[config.mk]
export PLATFORM = sky130hd
export DESIGN_NAME = divider
export DESIGN_NICKNAME = d
export VERILOG_FILES = /design/src/rtl/divider.sv
export SDC_FILE = /design/constraint.sdc
export NUM_CORES = 1
export LEC_CHECK = 0
export CAP_MARGIN = 25
export CORE_MARGIN = 1
export CORE_UTILIZATION = 40
export DETAILED_ROUTE_END_ITERATION = 12
export PLACE_DENSITY = 0.73
export SETUP_SLACK_MARGIN = 0.4
export SYNTH_ARGS = -nofsm -noshare
export SYNTH_HDL_FRONTEND = slang
export SYNTH_SLANG_ARGS = --single-unit
[constraint.sdc]
create_clock -name clk -period 2.5 [get_ports clk]
set_clock_uncertainty 0.2 [all_clocks]
set_input_delay 0.75 -clock clk [delete_from_list [all_inputs] [get_ports clk]]
set_output_delay 0.75 -clock clk [all_outputs]
set_load 0.1 [all_outputs]
[src/rtl/divider.sv]
// Sequential 8-bit signed restoring divider: one quotient bit per clock on
// operand magnitudes, then a single sign-fix cycle that writes the results.
module divider (
  input  logic       clk,
  input  logic       rst_n,
  input  logic       start,
  input  logic [7:0] dvd,
  input  logic [7:0] dvs,
  output logic [7:0] quot,
  output logic [7:0] rem,
  output logic       busy,
  output logic       done,
  output logic       dbz,
  output logic       ovf
);

  typedef enum logic [1:0] {IDLE, CALC, FIX, DONE} state_t;

  state_t     state, state_nxt;
  logic [7:0] q, dsor, dvd_l, r;
  logic [3:0] cnt;
  logic       sign_d, sign_q, zero_l, ovf_l;
  logic [8:0] r_sh, t;

  // Shifted remainder never exceeds 255, so a 9-bit trial subtract's MSB is the borrow
  assign r_sh = {r, q[7]};
  assign t    = r_sh - {1'b0, dsor};

  assign busy = (state == CALC) || (state == FIX);
  assign done = (state == DONE);

  always_comb begin
    state_nxt = state;
    if (start) state_nxt = (dvs == 8'h00) ? FIX : CALC;
    else begin
      case (state)
        CALC:    if (cnt == 4'd7) state_nxt = FIX;
        FIX:     state_nxt = DONE;
        default: state_nxt = state;
      endcase
    end
  end

  always_ff @(posedge clk or negedge rst_n) begin
    if (!rst_n) state <= IDLE;
    else        state <= state_nxt;
  end

  always_ff @(posedge clk or negedge rst_n) begin
    if (!rst_n) begin
      q      <= '0;
      dsor   <= '0;
      dvd_l  <= '0;
      r      <= '0;
      cnt    <= '0;
      sign_d <= 1'b0;
      sign_q <= 1'b0;
      zero_l <= 1'b0;
      ovf_l  <= 1'b0;
      quot   <= '0;
      rem    <= '0;
      dbz    <= 1'b0;
      ovf    <= 1'b0;
    end else if (start) begin
      q      <= dvd[7] ? -dvd : dvd;
      dsor   <= dvs[7] ? -dvs : dvs;
      dvd_l  <= dvd;
      r      <= '0;
      cnt    <= '0;
      sign_d <= dvd[7];
      sign_q <= dvd[7] ^ dvs[7];
      zero_l <= (dvs == 8'h00);
      ovf_l  <= (dvd == 8'h80) && (dvs == 8'hFF);
      dbz    <= 1'b0;
      ovf    <= 1'b0;
    end else begin
      case (state)
        CALC: begin
          q   <= {q[6:0], ~t[8]};
          r   <= t[8] ? r_sh[7:0] : t[7:0];
          cnt <= cnt + 4'd1;
        end
        FIX: begin
          if (zero_l) begin
            quot <= 8'hFF;
            rem  <= dvd_l;
            dbz  <= 1'b1;
          end else begin
            quot <= sign_q ? -q : q;
            rem  <= sign_d ? -r : r;
            ovf  <= ovf_l;
          end
        end
        default: ;
      endcase
    end
  end

endmodule

==> flow_summary.json, run 1 <==
{
  "cts_tree": "yes",
  "cts_buffer_depth": 2,
  "initial_utilization_pct": 42.0,
  "peakVddDrop_uv": 388,
  "hold_slack_ns": 0.186,
  "netlist_area_sq_um": 3520,
  "setup_tns_ns": -0.0298,
  "clk_pin_slew_worst_paths_ns": 0.07,
  "drive_gt1_share_pct": 28.5,
  "grt_usage_pct": 19.1,
  "critPathRequiredTime_ns": 2.57,
  "setup_viol": 1,
  "clock_latency_ns": 0.35,
  "max_freq_mhz": 395,
  "r2r_setup_slack_ns": -0.03,
  "rsz0062_at_grt": "yes",
  "startpoint_type": "flip-flop",
  "r2r_end": "r[0]",
  "r2r_start": "q[7]",
  "holdBufCountCts": 0,
  "dieWidth_microns": 95.8,
  "dieHeight_microns": 95.8,
  "worst_ep_arrival_time_ns": 2.60,
  "grt.overflow.total": 0,
  "synth_top_area_share_pct": 41.9,
  "ys_types": 45,
  "fin_area_sq_um": 4720,
  "cp-end-kind": "flip-flop",
  "synth-seq-area-share_pct": 41.9,
  "critical_path_class": "flip-flop to flip-flop",
  "clock-sinks": 59,
  "avgSynthCellArea_sq_um": 9.10,
  "reg2reg_depth": 11,
  "synth_edf_count": 0,
  "h-tree-depth": 3,
  "rows": 33,
  "first_pass_iters": 4,
  "first_global_vias": 2896,
  "drc": 0,
  "ys_ff_latch": 59,
  "synthCells": 387,
  "place_congestion": 0.790,
  "drt-vias-per-instance": 5.19,
  "ys_async_sr_fraction_pct": 100,
  "drtIter0Drc": 154,
  "root_buffer": "clkbuf_8",
  "slew_violations": 0,
  "nFillCells": 732,
  "period_needed_ns": 2.53,
  "placed_cell_area_sq_um": 4280,
  "grt_max_degree": 60,
  "antenna_left": 0,
  "numPortBuffers": 38,
  "routed_wl_microns": 8220,
  "core_area_sq_um": 8380,
  "finalHoldViolations": 0,
  "syn-num-nets": 424,
  "ios": 39,
  "crit_fanout": 8,
  "finalPower_uw": 4210,
  "hpwl_microns": 5870,
  "setup_ws_ns": -0.0298,
  "diodes": 0,
  "wl_per_cell_microns": 14.3,
  "nets": 502,
  "die_area_sq_um": 9180,
  "ys_warn_count": 0,
  "via_count": 2986,
  "post-route-util_pct": 56.3,
  "hold_path.class": "input pin to asynchronous set/reset pin",
  "tightest_slew_ns": 0.836,
  "fin_crit_sh_pct": 101,
  "violations": "setup timing",
  "syn_to_final_growth_pct": 33.9,
  "slew-limit-headroom_pct": 44.3,
  "max_cap_violations": 0,
  "power_density_nw_per_um2": 892,
  "synth_top_area_cell": "dfrtp_1",
  "synth-main-ff-cell": "dfrtp_1",
  "grt_pass1_wl_microns": 13300,
  "p_leak_uw": 0.00218,
  "cts_buffers": 9,
  "antenna_found_initial": 0,
  "status": "finished, violations left",
  "yosys-top-cells-area": "dfrtp_1 42%, ha_1 6.0%, nand2_1 5.8%, nor2_1 4.3%, xnor2_1 4.2%"
}
power breakdown:
group          leakage (uW)  switching [uW]  total (uW)  internal, uW
Sequential         0.000741             143        1270          1130
Combinational       0.00134            1380        2060           679
Clock             0.0000958             416         880           464
metal layers:
layer	share of wire [%]	GRT usage (%)	up-vias
met5	0	0	-
met2	49	33.0	73
li1	-	-	1489
met1	44	22.8	1417
met3	5.8	6.56	7
met4	0.69	4.23	0
repair_timing:
| item | 4_1_cts | 5_1_grt |
|---|---|---|
| endpoints found under the hold margin | 0 | 0 |
| resized for setup | 23 | 26 |
| endpoints found under the setup margin | 22 | 26 |
| pin swaps | 11 | 12 |
| setup buffers | 4 | 6 |
worst max-delay path, cell delays in order, from the launching register on:
cell and delay (ns):
dfrtp_1 0.36, inv_1 0.06, ha_2 0.20, fa_2 0.35, nand2b_4 0.16, a21oi_4 0.17, o22ai_4 0.14, buf_4 0.17
buf_6 0.13, o32ai_2 0.28, a31oi_1 0.09, a21oi_1 0.15
kinds of logic (layout without fill, tap and decap cells):
group | after synthesis | count (layout) | share of synthesized area, %
compound gates | 84 | 84 | 15.0
fa+ha+maj | 18 | 18 | 6.61
buf+inv | 42 | 125 | 4.58
mux | 25 | 25 | 7.50
simple gates | 129 | 129 | 16.4
flops | 59 | 59 | 41.9
xor+xnor | 30 | 30 | 7.99
worst max-delay path by stage:
stage	endpoint	from	slack, ns	cells after the start
after floorplan	r[7]	q[7]	0.03	9
after global placement	state[0]	dvs[0]	-0.16	8
after detailed placement	state[0]	dvs[0]	-0.21	8
after CTS	r[7]	q[7]	0.003	9
after global routing	r[0]	dsor[0]	-0.12	10
final	r[0]	q[7]	-0.03	11
sequential cells by signal, indices dropped and copies added (netlist names):
| name | cells |
|---|---|
| dsor | 8 |
| rem | 8 |
| cnt | 4 |
| dvd_l | 8 |
| quot | 8 |
| ovf | 1 |
| state | 2 |
| sign_q | 1 |
| ovf_l | 1 |
| dbz | 1 |
| q | 8 |
| zero_l | 1 |
| r | 8 |
per-stage QoR:
step                std cells  worst slack, ns
detailed placement        549           -0.207
global route              575           -0.117
floorplan                 387           0.0262
finish                    575          -0.0298
CTS                       569          0.00336
global placement          549           -0.156
cells in the final DEF (no fill, tap or decap), drive strengths merged, types with 13 or more instances in the layout:
cell	n
a21oi	23
mux2i	14
nor2	40
xor2	13
dfrtp	59
nand2	54
buf	71
o21ai	29
inv	22
xnor2	17
ha	17
Yosys cell counts, types with 4 or more instances:
cell,n
dfrtp_1,59
nand2_1,54
nor2_1,40
o21ai_0,29
a21oi_1,23
inv_1,22
ha_1,17
xnor2_1,17
clkbuf_1,16
mux2i_1,14
xor2_1,12
mux2_2,11
nand2b_1,9
o31ai_1,6
a311oi_1,5
nor3_1,5
or3_1,5
nor2b_1,4
o22ai_1,4
layout make-up:
type | count | area [sq um] | share of cell area [%]
Clock buffer | 9 | 124 | 2.63
Tap cell | 105 | 131 | 2.79
Timing Repair Buffer | 87 | 757 | 16.0
Sequential cell | 59 | 1480 | 31.4
Multi-Input combinational cell | 286 | 2060 | 43.7
Clock inverter | 7 | 76.3 | 1.62
Inverter | 22 | 86.3 | 1.83
Note: power is estimated with default switching activity, not from simulation.
==> run 2, diff against run 1 <==
--- a/config.mk
+++ b/config.mk
@@ -5,12 +5,12 @@
 export SDC_FILE = /design/constraint.sdc
 export NUM_CORES = 1
 export LEC_CHECK = 0
-export CAP_MARGIN = 25
+export CAP_MARGIN = 20
 export CORE_MARGIN = 1
 export CORE_UTILIZATION = 40
 export DETAILED_ROUTE_END_ITERATION = 12
-export PLACE_DENSITY = 0.73
 export SETUP_SLACK_MARGIN = 0.4
+export SKIP_CTS_REPAIR_TIMING = 1
 export SYNTH_ARGS = -nofsm -noshare
 export SYNTH_HDL_FRONTEND = slang
 export SYNTH_SLANG_ARGS = --single-unit
==> run 2 against run 1 <==
The run now ends clean; global-route usage up 0.18 points; cell area increased by 0.93%; final cell count unchanged; clock power grew 14%; clock-buffer cell count is 2 higher; via count shrank 1.7%; utilization up 0.52 points.
==> flow_summary.json, run 2 (synthesis results as in run 1) <==
{
  "root_buffer": "clkbuf_8",
  "worst_ep_arrival_time_ns": 2.50,
  "syn_to_final_growth_pct": 35.2,
  "slowest_stage": "fa_2",
  "fin_crit_sh_pct": 98.7,
  "peakVddDrop_uv": 402,
  "power_density_nw_per_um2": 911,
  "critical_path_class": "flip-flop to flip-flop",
  "antenna_found_initial": 0,
  "cts_tree": "yes",
  "regArea_sq_um": 1480,
  "final_common_cell": "buf_4",
  "antenna_left": 0,
  "rows": 33,
  "final_cell_mix": "61 x buf_4, 59 x dfrtp_1, 53 x nand2_1",
  "cts_buffer_depth": 2,
  "hold_path.class": "input pin to asynchronous set/reset pin",
  "tightest_slew_ns": 0.581,
  "dieWidth_microns": 95.8,
  "h-tree-depth": 3,
  "die_area_sq_um": 9180,
  "multi_input_area_sq_um": 2080,
  "slew-limit-headroom_pct": 61.2,
  "status": "complete, no violations",
  "wl_per_cell_microns": 14.5,
  "setup_viol": 0,
  "ios": 39,
  "p_leak_uw": 0.00221,
  "clk_pin_slew_worst_paths_ns": 0.07,
  "first_pass_iters": 4,
  "r2r_end": "r[2]",
  "finalHoldViolations": 0,
  "cp_num_buf_inv": 2,
  "routed_wl_microns": 8360,
  "core_area_sq_um": 8380,
  "max_cap_violations": 0,
  "critPathMaxStageDelay_ns": 0.36,
  "finalPower_uw": 4340,
  "slew_violations": 0,
  "path_cells": "inv_1, ha_4, fa_2, nand2b_4, a21oi_4, o22ai_4, xnor2_2, buf_4, nand3_2, a311oi_2",
  "crit_fanout": 5,
  "via_count": 2935,
  "cts_buffers": 9,
  "nets": 503,
  "clock_latency_ns": 0.35,
  "reg2reg_depth": 10,
  "setup_tns_ns": 0,
  "grt_max_degree": 60,
  "diodes": 0,
  "cp-end-kind": "flip-flop",
  "hpwl_microns": 5980,
  "drive_gt1_share_pct": 28.9,
  "r2r_start": "q[7]",
  "period_needed_ns": 2.47,
  "grt_pass1_wl_microns": 13300,
  "startpoint_type": "flip-flop",
  "initial_utilization_pct": 42.0,
  "rsz0062_at_grt": "yes",
  "critPathTopFamily": "compound AO/OA/AOI/OAI gates",
  "critPathRequiredTime_ns": 2.53,
  "r2r_setup_slack_ns": 0.03,
  "first_global_vias": 2662,
  "drc": 0,
  "grt.overflow.total": 0,
  "max_freq_mhz": 405,
  "place_congestion": 0.840,
  "numPortBuffers": 38,
  "drtIter0Drc": 115,
  "nFillCells": 762,
  "drt-vias-per-instance": 5.10,
  "dieHeight_microns": 95.8,
  "grt_usage_pct": 19.3,
  "clock-sinks": 59
}
==> run 2: changes by cell type in the layout (fill, tap and decap cells not counted), sizes merged <==
cell           change
clkdlybuf4s50      +1
bufinv             +1
dlygate4sd2        -1
clkinv             -1
inv                -1
clkbuf             +2
buf                +1
clkinvlp           -2
==> run 2: worst max path at each step <==
stage | to | from | slack [ns] | cells past startpoint
floorplan | r[7] | q[7] | 0.03 | 9
global placement | state[0] | dvs[0] | -0.17 | 8
detailed placement | state[0] | dvs[0] | -0.24 | 8
CTS | r[2] | r[6] | -0.08 | 7
global route | r[2] | dsor[0] | -0.06 | 9
finish | r[2] | q[7] | 0.03 | 10
==> run 2: stage by stage <==
| stage | cell area, sq um | setup WS (ns) | utilization [%] | cells | hold WS (ns) |
|---|---|---|---|---|---|
| floorplan | 3560 | 0.0262 | - | 387 | 0.254 |
| global placement | 4280 | -0.171 | 51.1 | 550 | 0.262 |
| detailed placement | 4280 | -0.237 | 51.1 | 550 | 0.272 |
| CTS | 4510 | -0.0839 | 53.8 | 565 | 0.202 |
| global route | 4760 | -0.0650 | 56.8 | 575 | 0.211 |
| finish | 4760 | 0.0322 | 56.8 | 575 | 0.187 |
==> run 2: cell type report <==
cell class / count / area share [%]
clock buffer: 11 / 3.18
clock inverter: 4 / 1.55
inverter: 22 / 1.81
multi-input combinational: 286 / 43.7
sequential: 59 / 31.0
tap: 105 / 2.76
timing repair buffer: 88 / 16.0
==> run 2: power by group <==
group	total (uW)	internal [uW]	switching, uW
Clock	999	610	389
Combinational	2060	683	1380
Sequential	1270	1130	143
==> run 2: per-layer routing <==
layer	vias up	routed length, microns	global-route usage, %	share of wire (%)
li1	1483	-	-	-
met1	1376	3980	25.3	48
met2	70	3930	30.3	47
met3	6	393	5.53	4.7
met4	0	60	6.72	0.72
met5	-	0	0	0
